**src/rtl/fetch_unit.sv**
```systemverilog
// Instruction fetch stage: drives the block ROM read port and presents
// instruction/PC pairs to decode over valid/ready, with redirect and misalignment fault.
module fetch_unit #(
  parameter int unsigned AW       = 10,
  parameter int unsigned DW       = 32,
  parameter logic [31:0] RESET_PC = 32'h0000_0000
) (
  input  logic          i_clk,
  input  logic          i_rst_n,
  output logic          o_rom_en,
  output logic [AW-1:0] o_rom_addr,
  input  logic [DW-1:0] i_rom_data,
  input  logic          i_redirect,
  input  logic [31:0]   i_redirect_pc,
  output logic          o_valid,
  input  logic          i_ready,
  output logic [DW-1:0] o_instr,
  output logic [31:0]   o_pc,
  output logic          o_fault
);

  typedef enum logic [1:0] {
    S_BOOT,
    S_RUN,
    S_FAULT
  } state_t;

  state_t      state, state_nxt;
  logic [31:0] r_pc, r_pc_nxt;
  logic [31:0] r_rsp_pc, r_rsp_pc_nxt;
  logic        r_rsp_valid, r_rsp_valid_nxt;
  logic        r_fault, r_fault_nxt;
  logic        advance;
  logic        redir_aligned;

  assign advance       = !r_rsp_valid || i_ready;
  assign redir_aligned = (i_redirect_pc[1:0] == 2'b00);

  always_comb begin
    state_nxt       = state;
    r_pc_nxt        = r_pc;
    r_rsp_pc_nxt    = r_rsp_pc;
    r_rsp_valid_nxt = r_rsp_valid;
    r_fault_nxt     = r_fault;
    o_rom_en        = 1'b0;
    o_rom_addr      = r_pc[AW+1:2];

    case (state)
      S_BOOT: begin
        state_nxt = S_RUN;
      end

      S_RUN, S_FAULT: begin
        if (i_redirect) begin
          // Redirect wins over stalls; any word presented this cycle is void.
          if (redir_aligned) begin
            o_rom_en        = 1'b1;
            o_rom_addr      = i_redirect_pc[AW+1:2];
            r_rsp_pc_nxt    = i_redirect_pc;
            r_rsp_valid_nxt = 1'b1;
            r_pc_nxt        = i_redirect_pc + 32'd4;
            r_fault_nxt     = 1'b0;
            state_nxt       = S_RUN;
          end else begin
            r_rsp_pc_nxt    = i_redirect_pc;
            r_rsp_valid_nxt = 1'b0;
            r_fault_nxt     = 1'b1;
            state_nxt       = S_FAULT;
          end
        end else if (state == S_RUN && advance) begin
          o_rom_en        = 1'b1;
          r_rsp_pc_nxt    = r_pc;
          r_rsp_valid_nxt = 1'b1;
          r_pc_nxt        = r_pc + 32'd4;
        end
      end

      default: begin
        state_nxt = S_BOOT;
      end
    endcase
  end

  always_ff @(posedge i_clk or negedge i_rst_n) begin
    if (!i_rst_n) begin
      state       <= S_BOOT;
      r_pc        <= RESET_PC;
      r_rsp_pc    <= RESET_PC;
      r_rsp_valid <= 1'b0;
      r_fault     <= 1'b0;
    end else begin
      state       <= state_nxt;
      r_pc        <= r_pc_nxt;
      r_rsp_pc    <= r_rsp_pc_nxt;
      r_rsp_valid <= r_rsp_valid_nxt;
      r_fault     <= r_fault_nxt;
    end
  end

  // While stalled the ROM is not enabled, so its data register keeps o_instr stable.
  assign o_valid = r_rsp_valid;
  assign o_pc    = r_rsp_pc;
  assign o_instr = i_rom_data;
  assign o_fault = r_fault;

endmodule

```
**config.mk**
```make
export PLATFORM = sky130hd
export DESIGN_NAME = fetch_unit
export DESIGN_NICKNAME = d
export VERILOG_FILES = /design/src/rtl/fetch_unit.sv
export SDC_FILE = /design/constraint.sdc
export NUM_CORES = 1
export LEC_CHECK = 0
export BUFFER_PORTS_ARGS = -buffer_cell sky130_fd_sc_hd__buf_2
export CAP_MARGIN = 20
export CORE_MARGIN = 2
export CORE_UTILIZATION = 50
export DETAILED_ROUTE_END_ITERATION = 10
export PLACE_DENSITY = 0.79
export SYNTH_ARGS = -nofsm -noshare
export SYNTH_HDL_FRONTEND = slang
export SYNTH_SLANG_ARGS = --single-unit
```
**constraint.sdc**
```tcl
create_clock -name i_clk -period 2.8 [get_ports i_clk]
set_input_delay 0.14 -clock i_clk [delete_from_list [all_inputs] [get_ports i_clk]]
set_output_delay 0.14 -clock i_clk [all_outputs]
set_load 0.005 [all_outputs]
```
Word level (Yosys, flattened, before mapping)
Index checks and enable logic that the tools add are counted.
{"block": "classes", "addsub": 2, "eq_ne": 4, "mux": 18, "n_reduce_logical": 10}
{"op": "2-to-1 mux 32 bit", "n": 5}
{"op": "adder 32 x 3 -> 32 bit, second input constant", "n": 2}
{"op": "2-to-1 mux 10 bit", "n": 3}
{"op": "2-to-1 mux 1 bit", "n": 7}
{"op": "zero test 2 bit", "n": 2}
{"op": "2-to-1 mux 2 bit", "n": 2}
{"op": "case mux 2 bit (2 select lines)", "n": 1}
{"op": "AND reduction 2 bit", "n": 2}
{"op": "AND reduction 3 bit", "n": 1}
{"op": "== test 2 x 1 -> 1 bit, second input constant", "n": 1}
{"op": "== test 2 bit, second input constant", "n": 1}
{"op": "inequality test 2 x 1 -> 1 bit, second input constant", "n": 1}
{"op": "inequality test 2 bit, second input constant", "n": 1}
{"op": "nonzero test 2 bit", "n": 1}
{"op": "OR reduction 2 bit", "n": 1}
{"op": "logical AND 1 bit", "n": 1}
{"op": "zero test 1 bit", "n": 1}
{"op": "logical OR 1 bit", "n": 1}
{"block": "word_totals", "ff_bits": 68, "inputBits": 68, "output_inout_bits": 77, "elab_cells": 39}

Logic depth before layout (Yosys ltp)
{"block": "depth", "depth_word": 6, "ltp_mapped": 13, "ltp_nobuf": 10}

Worst setup path after synthesis
No wires, ideal clock.
{"block": "synth_path", "kind": "input to register", "from": "in i_redirect", "to": "reg r_pc[30]", "setup_time_ps": 87, "arrival_time_ps": 2870, "t_required_ps": 2713, "path_slack_ps": -157, "path_stages": 13, "path_buffers": 5, "cell_sequence": "buf_6 buf_4 buf_2 buf_1 mux2_2 ha_1 clkbuf_2 nand2_1 o22ai_4 nand4_4 or4_4 or4_1 o211ai_1"}
{"block": "synth_between", "elab_chain_len": 2, "elab_cells_between_ends": 4, "classes_between": "eq/ne (1); mux (1); reduce/logical (2)"}
{"item": "start, declared", "line": "13", "rtl": "input logic i_redirect,"}
{"item": "inequality test 2 x 1 -> 1 bit (no source line) or nonzero test 2 bit (tied branches)"}
{"item": "AND reduction 3 bit (no source line)"}
{"item": "end signal, assigned", "line": "93", "rtl": "r_pc <= r_pc_nxt;"}
{"item": "end, declared", "line": "29", "rtl": "logic [31:0] r_pc, r_pc_nxt;"}
Several ways; a longest one is shown, not always the timed one.
A chain may end at the register's enable or synchronous reset.

Worst setup path after layout
{"block": "layout_path", "from": "reg state[1]", "to": "out o_rom_addr[7]"}
{"block": "layout_between", "elab_chain_len": 3, "elab_cells_between_ends": 4, "classes_between": "eq/ne (2); mux (1); reduce/logical (1)"}
{"item": "start, declared", "line": "28", "rtl": "state_t state, state_nxt;"}
{"item": "start signal, assigned", "line": "92", "rtl": "state <= state_nxt;"}
{"item": "== test 2 x 1 -> 1 bit or == test 2 bit (tied branches)", "line": "48", "rtl": "case (state)"}
{"item": "OR reduction 2 bit (*)", "line": "48"}
{"item": "2-to-1 mux 10 bit (*)", "line": "48"}
{"item": "end, declared", "line": "11", "rtl": "output logic [AW-1:0] o_rom_addr,"}
Mark *: on every way between the ends. The rest lies on a longest branch, timed or not.

==> results.md <==
* Die area at 0.01006 mm²
* Peak supply drop at 355.7 µV
* Critical path data arrival time at 2.50 ns
* Via count at 4,306
* Synth async-reset ratio at 1.000
* Slew @ Worst Pin at 0.7910 ns
* Setup CP Type: reg -> out
* Post-synthesis compound-gate area fraction at 0.1893
* P_leak at 2.350 nW
* Most frequent cells in the layout: 115 x nand2_1, 79 x buf_2, 68 x dfrtp_1, 58 x o21ai_0, 30 x nor2_1
* Syn Nets at 628
* Post-DP Area at 0.004946 mm²
* Vias/cell at 6.006
* Core Util, Final at 0.5666
* F_max at 0.3788 GHz
* Synth-to-layout area growth at 11.37%
* Crit share post-route at 0.9429
* Max_slew headroom at 0.4727
* Gpl congestion at 0.8920
* Root buf cell: clkbuf_8
* Syn. warnings at 0
* Final hold viol count at 0
* Power Internal at 2.737 mW
* Initial antenna violation count at 0
* Reg clk slew, reported paths at 0.07 ns
* Ys flop type: dfrtp_1
* Synth cell types at 64
* Synthesized area per cell at 8.335 µm²
* Final instance area at 0.005161 mm²
* Post-synthesis share of cell area spent on xor and xnor gates at 0.03969
* Total power at 4.669 mW
* Starting Density at 0.5088
* Syn Inst Count at 556
* First-pass GRT wire length at 19.62 mm
* Post-synthesis simple-gate area fraction at 0.2341
* Psw at 1.932 mW
* Vias in the first global route at 4,064
* CP max FO at 42
* Die width at 100.3 µm
* Sink Count at 68
* H-Tree Depth at 3
* Cts bufs inserted at 9
* Detail Placement HPWL at 8.432 mm
* Period minus WS final at 2.640 ns
* Final WS setup at 0.1600 ns
* Hold slack at 0.07979 ns
* Final Setup Violations at 0
* Ratio of cells with drive above 1 in the final layout at 0.2030
* Critical Path Source Type: flip-flop
* Critical path capture point type: primary output
* Clk Latency, worst-skew pair at 0.36 ns
* Seq/Total Area, Yosys at 0.3672
* Average wire per standard cell at 16.83 µm
* Aggregate negative setup slack at 0 ns
* NumNets Final at 673
* Max Buffers Root-to-Sink at 2
* Antenna Diode Count at 0
* Cell area after synthesis at 0.004634 mm²
* Grt total ovfl at 0
* WP data required at 2.66 ns
* Mux cell area share after synthesis at 0.06749
* Largest family of logic cells by synthesized area: simple AND/OR/NAND/NOR gates
* Status: finished clean
* CTS tree: done
* Final Slew Violations at 0
* Core area at 0.009109 mm²
* Clock share of power at 0.184
* Placed Cells at 700
* Worst Hold Class: in -> reg
* Post-synthesis adder-cell area fraction at 0.01080
* DRC at 0
* PwrDens at 904.6 mW/mm²
* Port bufs at 80
* Switching share of power at 0.4138
* Number of flops mapped to enable cells by yosys at 0
* Post-route insts no fill at 717
* GRT Total Usage at 0.2447
* Post-Route WL at 12.07 mm
* Pin count of the biggest net entering global routing at 58
* Die height at 100.3 µm
* Post-route antenna net violation count at 0
* #FFs+latches synth at 68
* Iteration-0 DRC Markers at 335
* DR pass1 iterations at 5
* Commonest non-fill, non-tap cell in the layout: nand2_1
* Site row count at 35
* Worst Skew at 0.009054 ns
* Register share of total power at 0.373
* IO Pins at 145
* Placement Setup Slack at 0.2027 ns
* Max-cap violation count at 0
* Comb power frac at 0.443
-- synthesized netlist by cell type (3+ instances only) --
cell / instances / area (µm²)
o221ai_1: 3 / 26.28
nor2_1: 30 / 112.6
o21ai_0: 58 / 290.3
xnor2_1: 12 / 105.1
nor2b_1: 7 / 43.79
nand2b_1: 7 / 43.79
a31oi_1: 8 / 50.05
nor4_1: 3 / 18.77
clkbuf_1: 15 / 56.30
a22o_1: 3 / 26.28
dfrtp_1: 68 / 1702
a22oi_1: 5 / 37.54
nand2_1: 115 / 431.7
mux2i_1: 29 / 290.3
or4_1: 6 / 45.04
nand3_1: 11 / 55.05
buf_4: 34 / 255.2
a21oi_1: 14 / 70.07
a221o_1: 6 / 60.06
nand3b_1: 6 / 45.04
nor3_1: 12 / 60.06
buf_1: 8 / 30.03
nand4_1: 7 / 43.79
nand4b_1: 3 / 26.28
and2_1: 4 / 25.02
inv_1: 11 / 41.29
o211ai_1: 6 / 45.04
buf_2: 5 / 25.02
ha_1: 4 / 50.05
a32oi_1: 6 / 52.55
xor2_1: 9 / 78.83
a221oi_1: 3 / 26.28
-- power by group through the flow --
| stage | sequential [mW] | combinational [mW] | clock (mW) |
|---|---|---|---|
| floorplan | 1.72 | 1.30 | 0 |
| global placement | 1.73 | 2.00 | 0 |
| detailed placement | 1.75 | 2.06 | 0 |
| CTS | 1.74 | 2.08 | 0.865 |
| global route | 1.81 | 2.35 | 0.905 |
| finish | 1.74 | 2.07 | 0.857 |
-- sequential cells by signal, summed over array words and instances, names as in the netlist --
| signal | count |
|---|---|
| o_fault | 1 |
| o_pc | 32 |
| o_valid | 1 |
| r_pc | 32 |
| state | 2 |
-- timing repair --
action                     4_1_cts  5_1_grt
hold buffers                     1        0
setup endpoints to repair        0        6
hold endpoints to repair        68        0
setup buffers                    0        0
resized for setup                0        1
-- area by class of cell --
type                       count  area [µm²]
clock buffer                  12       155.1
clock inverter                 4       47.55
fill                         839        3948
inverter                      11       41.29
multi-input combinational    413        2511
sequential                    68        1702
tap                          111       138.9
timing repair buffer          98       565.5
-- routing by layer --
layer | part of all wire | up-vias | global-route usage | wire [µm]
li1 | - | 2040 | - | -
met1 | 0.44 | 2059 | 0.3232 | 5284
met2 | 0.46 | 177 | 0.3805 | 5550
met3 | 0.072 | 30 | 0.05989 | 870
met4 | 0.030 | 0 | 0.1106 | 359
met5 | 0 | - | 0 | 0
-- path summary, 6_finish.rpt --
check	start	end	slack, ns	cells past startpoint
min	i_redirect_pc[21]	o_pc[21]$_DFFE_PN0P_	0.08	3
max in group asynchronous	i_rst_n	state[0]$_DFFE_PN0P_	1.97	3
min in group asynchronous	i_rst_n	o_pc[19]$_DFFE_PN0P_	0.31	3
max reg2reg	r_pc[2]$_DFFE_PN0P_	r_pc[30]$_DFFE_PN0P_	0.16	8
min reg2reg	o_pc[7]$_DFFE_PN0P_	o_pc[7]$_DFFE_PN0P_	0.48	2
max	state[1]$_DFFE_PN0P_	o_rom_addr[7]	0.16	12
-- logic make-up after synthesis --
family,after synthesis
simple gates,225
mux,31
fa+ha+maj,4
flops,68
compound gates,132
buf+inv,75
xor+xnor,21
-- worst max-delay path, stage by stage, from the launching register on --
cell and delay [ns]:
dfrtp_1 0.38, inv_1 0.08, ha_2 0.37, o21ai_0 0.11
nor2_1 0.17, nand2_1 0.11, buf_12 0.19, inv_1 0.14
nand2_1 0.09, buf_4 0.20, nand2_1 0.11, nand2_1 0.05
buf_2 0.12
(Power assumes the default switching activity.)
